### src/rtl/fpu_pkg.sv
// FPU op codes and issue-stage FSM states.
// Shared by the FPU, its issue controller and their benches.
package fpu_pkg;
   localparam int CTL_W = 5;

   localparam logic [CTL_W-1:0] FADD    = 5'd0;
   localparam logic [CTL_W-1:0] FSUB    = 5'd1;
   localparam logic [CTL_W-1:0] FMUL    = 5'd2;
   localparam logic [CTL_W-1:0] FINV    = 5'd3;
   localparam logic [CTL_W-1:0] FDIV    = 5'd4;
   localparam logic [CTL_W-1:0] FHALF   = 5'd5;
   localparam logic [CTL_W-1:0] FTOI    = 5'd6;
   localparam logic [CTL_W-1:0] ITOF    = 5'd7;
   localparam logic [CTL_W-1:0] FLOOR   = 5'd8;
   localparam logic [CTL_W-1:0] FEQ     = 5'd9;
   localparam logic [CTL_W-1:0] FLE     = 5'd10;
   localparam logic [CTL_W-1:0] FABS    = 5'd11;
   localparam logic [CTL_W-1:0] FNEG    = 5'd12;
   localparam logic [CTL_W-1:0] FLESS   = 5'd13;
   localparam logic [CTL_W-1:0] FMIN    = 5'd14;
   localparam logic [CTL_W-1:0] FMAX    = 5'd15;
   localparam logic [CTL_W-1:0] FISZERO = 5'd16;
   localparam logic [CTL_W-1:0] FISPOS  = 5'd17;
   localparam logic [CTL_W-1:0] FISNEG  = 5'd18;
   localparam logic [CTL_W-1:0] FSQRT   = 5'd19;
   localparam logic [CTL_W-1:0] FSQR    = 5'd20;

   typedef enum logic [1:0] {
      S_IDLE,
      S_ISSUE,
      S_WAIT
   } fsm_state_e;
endpackage

### src/rtl/fpu_issue_ctrl_if.sv
// Core-side request channel and writeback channel of the FPU issue stage.
// master = core, slave = issue controller.
interface fpu_issue_ctrl_if
   import fpu_pkg::*;
#(
   parameter int TAG_W = 6
) ();
   logic             req_valid;
   logic             req_ready;
   logic [CTL_W-1:0] req_ctl;
   logic [31:0]      req_x1;
   logic [31:0]      req_x2;
   logic [TAG_W-1:0] req_tag;
   logic             wb_valid;
   logic             wb_ready;
   logic [31:0]      wb_data;
   logic [TAG_W-1:0] wb_tag;

   modport master (
      output req_valid, req_ctl, req_x1, req_x2, req_tag, wb_ready,
      input  req_ready, wb_valid, wb_data, wb_tag
   );

   modport slave (
      input  req_valid, req_ctl, req_x1, req_x2, req_tag, wb_ready,
      output req_ready, wb_valid, wb_data, wb_tag
   );
endinterface

### src/rtl/fpu_req_fifo.sv
// Small synchronous FIFO with occupancy count; head is read combinationally.
module fpu_req_fifo #(
   parameter int W     = 8,
   parameter int DEPTH = 4
) (
   input  logic                       clk,
   input  logic                       rstn,
   input  logic                       push,
   input  logic [W-1:0]               wdata,
   input  logic                       pop,
   output logic [W-1:0]               rdata,
   output logic [$clog2(DEPTH):0]     count
);
   localparam int AW = $clog2(DEPTH);
   localparam int CW = AW + 1;

   logic [W-1:0]  mem_q [DEPTH];
   logic [AW-1:0] wptr_q, wptr_d;
   logic [AW-1:0] rptr_q, rptr_d;
   logic [CW-1:0] count_q, count_d;
   logic          do_push, do_pop;

   always_comb begin
      do_push = push && (count_q != CW'(DEPTH));
      do_pop  = pop && (count_q != '0);
      wptr_d  = wptr_q + AW'(do_push);
      rptr_d  = rptr_q + AW'(do_pop);
      count_d = count_q + CW'(do_push) - CW'(do_pop);
   end

   always_ff @(posedge clk or negedge rstn) begin
      if (!rstn) begin
         wptr_q  <= '0;
         rptr_q  <= '0;
         count_q <= '0;
      end else begin
         wptr_q  <= wptr_d;
         rptr_q  <= rptr_d;
         count_q <= count_d;
      end
   end

   // Storage needs no reset: pointers alone define validity.
   always_ff @(posedge clk) begin
      if (do_push) mem_q[wptr_q] <= wdata;
   end

   assign rdata = mem_q[rptr_q];
   assign count = count_q;
endmodule

### src/rtl/fpu_issue_ctrl.sv
// Issue stage in front of the FPU: request FIFO, single-outstanding
// en/ready sequencing with watchdog, and a one-entry writeback register.
module fpu_issue_ctrl
   import fpu_pkg::*;
#(
   parameter int DEPTH   = 4,
   parameter int TAG_W   = 6,
   parameter int TIMEOUT = 64
) (
   input  logic             clk,
   input  logic             rstn,
   fpu_issue_ctrl_if.slave  io,
   output logic [CTL_W-1:0] fpu_ctl,
   output logic [31:0]      fpu_x1,
   output logic [31:0]      fpu_x2,
   output logic             fpu_en,
   input  logic [31:0]      fpu_y,
   input  logic             fpu_ready,
   output logic             busy,
   output logic             timeout_err
);
   localparam int EW = CTL_W + 64 + TAG_W;
   localparam int CW = $clog2(DEPTH) + 1;
   localparam int WW = $clog2(TIMEOUT + 1);
   localparam logic [WW-1:0] WD_MAX = WW'(TIMEOUT);

   fsm_state_e       state_q, state_d;
   logic             en_q, en_d;
   logic [CTL_W-1:0] ctl_q, ctl_d;
   logic [31:0]      x1_q, x1_d;
   logic [31:0]      x2_q, x2_d;
   logic [TAG_W-1:0] tag_q, tag_d;
   logic [WW-1:0]    wd_q, wd_d;
   logic             wbv_q, wbv_d;
   logic [31:0]      wbd_q, wbd_d;
   logic [TAG_W-1:0] wbt_q, wbt_d;
   logic             err_q, err_d;

   logic [CW-1:0]    count;
   logic [EW-1:0]    head;
   logic             req_ready;
   logic             push, pop;

   // Ready looks only at the registered count, never at this cycle's pop.
   assign req_ready = (count != CW'(DEPTH));
   assign push      = io.req_valid && req_ready;

   fpu_req_fifo #(
      .W     (EW),
      .DEPTH (DEPTH)
   ) u_fifo (
      .clk   (clk),
      .rstn  (rstn),
      .push  (push),
      .wdata ({io.req_ctl, io.req_x1, io.req_x2, io.req_tag}),
      .pop   (pop),
      .rdata (head),
      .count (count)
   );

   always_comb begin
      state_d = state_q;
      en_d    = 1'b0;
      ctl_d   = ctl_q;
      x1_d    = x1_q;
      x2_d    = x2_q;
      tag_d   = tag_q;
      wd_d    = wd_q;
      wbv_d   = wbv_q && !io.wb_ready;
      wbd_d   = wbd_q;
      wbt_d   = wbt_q;
      err_d   = err_q;
      pop     = 1'b0;
      unique case (state_q)
         S_IDLE: begin
            // Only issue when the wb slot is free by the time the result lands.
            if (count != '0 && (!wbv_q || io.wb_ready)) begin
               pop     = 1'b1;
               state_d = S_ISSUE;
               en_d    = 1'b1;
               wd_d    = '0;
               {ctl_d, x1_d, x2_d, tag_d} = head;
            end
         end
         S_ISSUE: state_d = S_WAIT;
         S_WAIT: begin
            if (fpu_ready) begin
               wbv_d   = 1'b1;
               wbd_d   = fpu_y;
               wbt_d   = tag_q;
               state_d = S_IDLE;
            end else begin
               wd_d = wd_q + WW'(1);
               if (wd_d == WD_MAX) begin
                  err_d   = 1'b1;
                  state_d = S_IDLE;
               end
            end
         end
         default: state_d = S_IDLE;
      endcase
   end

   always_ff @(posedge clk or negedge rstn) begin
      if (!rstn) begin
         state_q <= S_IDLE;
         en_q    <= 1'b0;
         ctl_q   <= '0;
         x1_q    <= '0;
         x2_q    <= '0;
         tag_q   <= '0;
         wd_q    <= '0;
         wbv_q   <= 1'b0;
         wbd_q   <= '0;
         wbt_q   <= '0;
         err_q   <= 1'b0;
      end else begin
         state_q <= state_d;
         en_q    <= en_d;
         ctl_q   <= ctl_d;
         x1_q    <= x1_d;
         x2_q    <= x2_d;
         tag_q   <= tag_d;
         wd_q    <= wd_d;
         wbv_q   <= wbv_d;
         wbd_q   <= wbd_d;
         wbt_q   <= wbt_d;
         err_q   <= err_d;
      end
   end

   assign io.req_ready = req_ready;
   assign io.wb_valid  = wbv_q;
   assign io.wb_data   = wbd_q;
   assign io.wb_tag    = wbt_q;
   assign fpu_en       = en_q;
   assign fpu_ctl      = ctl_q;
   assign fpu_x1       = x1_q;
   assign fpu_x2       = x2_q;
   assign timeout_err  = err_q;
   assign busy         = (state_q != S_IDLE) || (count != '0) || wbv_q;
endmodule
### src/flat_wrapper.sv
// flat-port wrapper written by rule: the top's interface ports become plain ports
module fpu_issue_ctrl_flat import fpu_pkg::*;
#(
   parameter int DEPTH   = 4,
   parameter int TAG_W   = 6,
   parameter int TIMEOUT = 64
)
  (clk, rstn, fpu_ctl, fpu_x1, fpu_x2, fpu_en, fpu_y, fpu_ready, busy, timeout_err, io_req_valid, io_req_ctl, io_req_x1, io_req_x2, io_req_tag, io_wb_ready, io_req_ready, io_wb_valid, io_wb_data, io_wb_tag);
  fpu_issue_ctrl_if #(.TAG_W(TAG_W)) io_i ();
  input  logic clk;
  input  logic rstn;
  output logic [CTL_W-1:0] fpu_ctl;
  output logic [31:0] fpu_x1;
  output logic [31:0] fpu_x2;
  output logic fpu_en;
  input  logic [31:0] fpu_y;
  input  logic fpu_ready;
  output logic busy;
  output logic timeout_err;
  input wire logic [$bits(io_i.req_valid)-1:0] io_req_valid;
  input wire logic [$bits(io_i.req_ctl)-1:0] io_req_ctl;
  input wire logic [$bits(io_i.req_x1)-1:0] io_req_x1;
  input wire logic [$bits(io_i.req_x2)-1:0] io_req_x2;
  input wire logic [$bits(io_i.req_tag)-1:0] io_req_tag;
  input wire logic [$bits(io_i.wb_ready)-1:0] io_wb_ready;
  output wire logic [$bits(io_i.req_ready)-1:0] io_req_ready;
  output wire logic [$bits(io_i.wb_valid)-1:0] io_wb_valid;
  output wire logic [$bits(io_i.wb_data)-1:0] io_wb_data;
  output wire logic [$bits(io_i.wb_tag)-1:0] io_wb_tag;
  assign io_i.req_valid = io_req_valid;
  assign io_i.req_ctl = io_req_ctl;
  assign io_i.req_x1 = io_req_x1;
  assign io_i.req_x2 = io_req_x2;
  assign io_i.req_tag = io_req_tag;
  assign io_i.wb_ready = io_wb_ready;
  assign io_req_ready = io_i.req_ready;
  assign io_wb_valid = io_i.wb_valid;
  assign io_wb_data = io_i.wb_data;
  assign io_wb_tag = io_i.wb_tag;
  fpu_issue_ctrl #(.DEPTH(DEPTH), .TAG_W(TAG_W), .TIMEOUT(TIMEOUT)) u_core (.clk(clk), .rstn(rstn), .io(io_i), .fpu_ctl(fpu_ctl), .fpu_x1(fpu_x1), .fpu_x2(fpu_x2), .fpu_en(fpu_en), .fpu_y(fpu_y), .fpu_ready(fpu_ready), .busy(busy), .timeout_err(timeout_err));
endmodule
### config.mk
export PLATFORM = sky130hd
export DESIGN_NAME = fpu_issue_ctrl_flat
export DESIGN_NICKNAME = d
export VERILOG_FILES = /design/src/rtl/fpu_pkg.sv /design/src/rtl/fpu_issue_ctrl_if.sv /design/src/rtl/fpu_req_fifo.sv /design/src/rtl/fpu_issue_ctrl.sv /design/src/flat_wrapper.sv
export SDC_FILE = /design/constraint.sdc
export NUM_CORES = 1
export LEC_CHECK = 0
export CORE_ASPECT_RATIO = 1.4
export CORE_MARGIN = 3
export CORE_UTILIZATION = 54
export DETAILED_ROUTE_END_ITERATION = 7
export PLACE_DENSITY = 0.79
export SETUP_SLACK_MARGIN = 0.3
export SLEW_MARGIN = 20
export SYNTH_ARGS = -nofsm -noshare
export SYNTH_HDL_FRONTEND = slang
export SYNTH_SLANG_ARGS = --single-unit
### constraint.sdc
create_clock -name clk -period 9.7 [get_ports clk]
set_clock_uncertainty 0.2 [all_clocks]
set_input_delay 1.94 -clock clk [delete_from_list [all_inputs] [get_ports clk]]
set_output_delay 1.94 -clock clk [all_outputs]
set_load 0.02 [all_outputs]
# Yosys cells after proc, flatten, opt, wreduce, memory -nomap -nowiden
# Memories as Yosys holds them, arrays and structs flattened. A register that Yosys moved wholly into a read port is not among the register bits.
# Cells that the tools add are included.
# totals
reg_bits	57
mem_bits_rw	300
elab_cells	57
mem_count	1
# op_classes
n_eq_ne	7
n_addsub	5
muxes	13
n_reduce_logical	20
bitwise_logic	1
# memory_table
memory	depth	word_bits	read_ports	rd_clocked_by_memory_dff	write_ports	line	text
u_core.u_fifo.mem_q	4	75	1	1	1	fpu_req_fifo.sv:17	logic [W-1:0] mem_q [DEPTH];
# op_table
cell	count
two-way mux 7 bit	2
case mux 7 bit (2 select lines)	1
adder 7 x 1 -> 7 bit (second input constant)	1
== test 7 bit (second input constant)	1
two-way mux 1 bit	6
two-way mux 2 bit	3
case mux 2 bit (3 select lines)	1
AND reduction 2 bit	3
AND reduction 3 bit	2
logical AND 1 bit	5
adder 2 x 1 -> 2 bit	2
nonzero test 2 bit	2
adder 3 x 1 -> 3 bit	1
zero test 1 bit	3
logical OR 1 bit	3
!= test 3 x 2 -> 1 bit (second input constant)	1
!= test 3 bit (second input constant)	1
nonzero test 3 bit	1
subtractor 3 x 1 -> 3 bit	1
== test 2 x 1 -> 1 bit (second input constant)	1
== test 2 bit (second input constant)	1
zero test 2 bit	1
!= test 2 x 1 -> 1 bit (second input constant)	1
!= test 2 bit (second input constant)	1
inverter 1 bit	1

# Longest topological paths before layout
# depth
word_depth	7
ltp_mapped	9
ltp_nobuf	8

# Hierarchy
# Synthesis repeated with hierarchy kept, for this count alone.
# hier_totals
cells_unflattened	883
area_unflattened_um2	16066.7
# by_module_without_submodules
mod	seq_area_each_um2	area_per_inst_um2	cells_each	n_inst
fpu_req_fifo	9183.8	11232.0	422	1
fpu_issue_ctrl	3128.0	4834.6	461	1

# Worst setup path before layout
# Ideal clock, no wire load.
# synth_path
path_kind	input to register
from	in io_req_valid
to	mem u_core.u_fifo.mem_q[1][0] in the netlist's numbering, enable pin
arrival_time_ns	7.542
path_buffers	0
stages	2
setup_slack_ns	1.342
path_cell_list	nand2_1 nor3b_1
# synth_via
elab_chain_len	4
# synth_rtl
element	line	text
start, declared	flat_wrapper.sv:20	input wire logic [$bits(io_i.req_valid)-1:0] io_req_valid;
logical AND 1 bit	fpu_issue_ctrl.sv:46	assign push = io.req_valid && req_ready;
logical AND 1 bit	fpu_req_fifo.sv:24	do_push = push && (count_q != CW'(DEPTH));
two-way mux 1 bit	fpu_req_fifo.sv:45	if (do_push) mem_q[wptr_q] <= wdata;
two-way mux 1 bit (not written as such)	fpu_req_fifo.sv:45	
end, declared	fpu_req_fifo.sv:17	
# No other way between the ends.

# Worst setup path after layout
# layout_path
from	reg u_core.u_fifo.count_q[1], in the netlist u_core.u_fifo.count[1]
to	out busy
# layout_via
elab_chain_len	3
# layout_rtl
element	line	text
start, declared	fpu_req_fifo.sv:20	logic [CW-1:0] count_q, count_d;
start signal, assigned	fpu_req_fifo.sv:39	count_q <= count_d;
nonzero test 3 bit	fpu_issue_ctrl.sv:141	assign busy = (state_q != S_IDLE) || (count != '0) || wbv_q;
logical OR 1 bit (2 in series)	fpu_issue_ctrl.sv:141	
end, declared	flat_wrapper.sv:18	output logic busy;
# No other way between the ends.

==> impl_metrics.ini <==
[pwr]
p_total_uw = 6620
powerDensity_mw_per_mm2 = 332
p_leak_uw = 0.00705
max-vdd-ir-drop_uv = 204

[setup_path]
start_kind = flip-flop
cpLargestDelayFamily = simple AND/OR/NAND/NOR gates
crit_path_end_kind = output port
critical_path.max_stage_delay_ns = 0.55
critPathBufInv = 1
crit_path_cell_trace = or3_4 > or3_1 > clkdlybuf4s50_1
critPathArrivalTime_ns = 2.29
r2r_cells = 3
worst-path-max-fanout = 5
cpMaxStageDelayCell = clkdlybuf4s50_1
required_ns = 7.56
worstSetupPathDepth = 3
path_class = reg2out

[clock_network]
cts_resized = 0
cts_setup_buffers = 0
clock_latency_ns = 0.53
cts_buffer_depth = 3
path_clk_slew_ns = 0.06
cts_buffers = 39
cts_max_level = 2
cts.sinks = 432
cts_tree = done
clock-root-buffer = clkbuf_16
holdBufCountCts = 0

[timing]
whs_ns = 0.271
timing.final.crit_period_ns = 4.43
tightest_slew_ns = 0.827
max_freq_mhz = 226
setup_tns_ns = 0
hold_viol_final = 0
max-slew-margin-rel = 0.449
slew_violations = 0
timing.final.crit_share = 0.457
setup_viol = 0
rsz0062_at_grt = no

[synthesis]
synth_top_area_cell = edfxtp_1
async_reset_ff_frac = 0.306
synth_top_area_share = 0.562
synth_edf_count = 300
synth_area_leaders = edfxtp_1 56%, dfrtp_1 21%, mux4_2 11%
synth_ff_type = edfxtp_1
syn_inst = 720
synth_seq_cells = 432
yosysUniqueCellTypes = 46
syn_avg_cell_area_um2 = 22.2
syn-cell-area_mm2 = 0.0160
syn_nets = 836
yosysWarnings = 0
seq_area_frac_synth = 0.769

[die]
rows = 74
die_w_um = 152
die_h_um = 210
die_area_mm2 = 0.0318
start_util = 0.549
fp.coreArea_mm2 = 0.0292
ioPinCount = 224

[grt]
antenna_found_initial = 3
track_usage = 0.196
grt_pass1_vias = 8309
grt_max_degree = 76
grt_overflow_total = 0
grt_first_pass_wirelength_mm = 47.0

[min_path]
hp-class = reg2reg
hold_path_depth = 1

[placement]
dp_hpwl_mm = 17.7
gp_congestion = 0.762
place_inst = 1303
port_buffers = 223

[detailed_routing]
via_per_inst = 5.57
drc_errors = 0
vias = 7658
antenna_left = 0
wl_per_cell_um = 22.1
drt_first_pass_iters = 5
initialDrtViolationCount = 471
drt-total-wl_mm = 30.4

[final_layout]
final_cells = 1375
area_delta_synth_final_pct = 24.6
drive_gt1_frac = 0.269
regArea_mm2 = 0.0123
fin_nets = 1080
num-fill-cells = 1908
multi_input_comb_area_mm2 = 0.00352

[outcome]
status = completed

[job]
max-cap-violations = 0
## cell usage in the layout (no fill, tap or decap), types with 5 or more instances in the layout
cell,instances
clkbuf_16,41
clkinv_1,6
dfrtp_1,130
mux4_2,75
buf_4,8
mux2_4,17
edfxtp_1,300
mux2_2,96
clkbuf_1,11
clkdlybuf4s50_1,222
clkinv_2,5
nand2_1,10
## synthesized netlist by cell type, types with 2 or more instances
library cell and instances:
o21ai_0 2, xnor2_1 4, buf_2 14, buf_6 7
dfrtp_1 132, nand3b_1 2, mux4_2 75, o211ai_1 3
clkbuf_1 9, a41oi_1 2, a31oi_1 2, ha_1 3
nand3_1 4, edfxtp_1 300, nor3b_1 2, inv_1 4
xor2_1 2, nor3_1 2, a21oi_1 3, mux2_4 17
nand2_1 10, or4_1 2, mux2_2 96
## where the power goes
part | internal, µW | switching (µW) | total, µW | leakage [µW]
combinational | 1210 | 1020 | 2230 | 0.00212
clock | 898 | 620 | 1520 | 0.000623
sequential | 2550 | 319 | 2870 | 0.00431
## flip-flops by register name, summed over array words and instances, names as in the netlist
| name | count |
|---|---|
| u_core.u_fifo.rptr_q | 2 |
| u_core.io.wb_tag | 6 |
| u_core.u_fifo.count | 3 |
| u_core.fpu_ctl | 5 |
| u_core.tag_q | 6 |
| u_core.fpu_en | 1 |
| u_core.u_fifo.wptr_q | 2 |
| u_core.timeout_err | 1 |
| u_core.io.wb_valid | 1 |
| u_core.wd_q | 7 |
| u_core.fpu_x2 | 32 |
| u_core.fpu_x1 | 32 |
| u_core.state_q | 2 |
| u_core.u_fifo.mem_q | 300 |
| u_core.io.wb_data | 32 |
## stage by stage
stage | setup WS (ns) | utilization | cell area [µm²]
3_5_place_dp | 5.05 | 0.640 | 18700
6_report | 5.27 | 0.684 | 20000
5_1_grt | 5.19 | 0.684 | 20000
3_3_place_gp | 5.10 | 0.639 | 18600
2_1_floorplan | 1.34 | - | 16000
4_1_cts | 5.23 | 0.684 | 20000
## kinds of logic (layout without fill, tap and decap cells)
kind of cell	count (synthesis)	after routing	synth area share
xor+xnor	6	6	0.00328
flops	432	432	0.769
other cells	0	1	0
simple gates	36	36	0.0144
buf+inv	36	310	0.0130
compound gates	17	17	0.00750
mux	189	189	0.190
fa+ha+maj	4	4	0.00359
## layout make-up
class | instances | area share
inverters | 5 | 0.00107
clock inverters | 17 | 0.00922
diodes | 1 | 0.000125
flip-flops and latches | 432 | 0.617
clock buffers | 54 | 0.0549
well taps | 380 | 0.0238
repair buffers | 234 | 0.117
multi-input cells | 252 | 0.176
## per-layer routing
layer  up-vias  share of wire  track usage
li1       3380              -            -
met1      3972           0.37        0.241
met2       261           0.54        0.348
met3        41          0.076       0.0495
met4         4          0.017       0.0462
met5         -        0.00072            0
## final timing paths
| check | startpoint | end | slack (ns) |
|---|---|---|---|
| max in group asynchronous | rstn | u_core.u_fifo.rptr_q[0]$_DFF_PN0_ | 6.63 |
| min in group asynchronous | rstn | u_core.fpu_x1[26]$_DFFE_PN0N_ | 1.26 |
| hold / removal | u_core.timeout_err$_DFFE_PN0P_ | u_core.timeout_err$_DFFE_PN0P_ | 0.27 |
| hold reg to reg | u_core.timeout_err$_DFFE_PN0P_ | u_core.timeout_err$_DFFE_PN0P_ | 0.27 |
| setup / recovery | u_core.u_fifo.count[1]$_DFF_PN0_ | busy | 5.27 |
| setup reg to reg | u_core.u_fifo.rptr_q[0]$_DFF_PN0_ | u_core.fpu_ctl[0]$_DFFE_PN0N_ | 6.71 |
No activity file was read; power rests on OpenSTA's default activity.
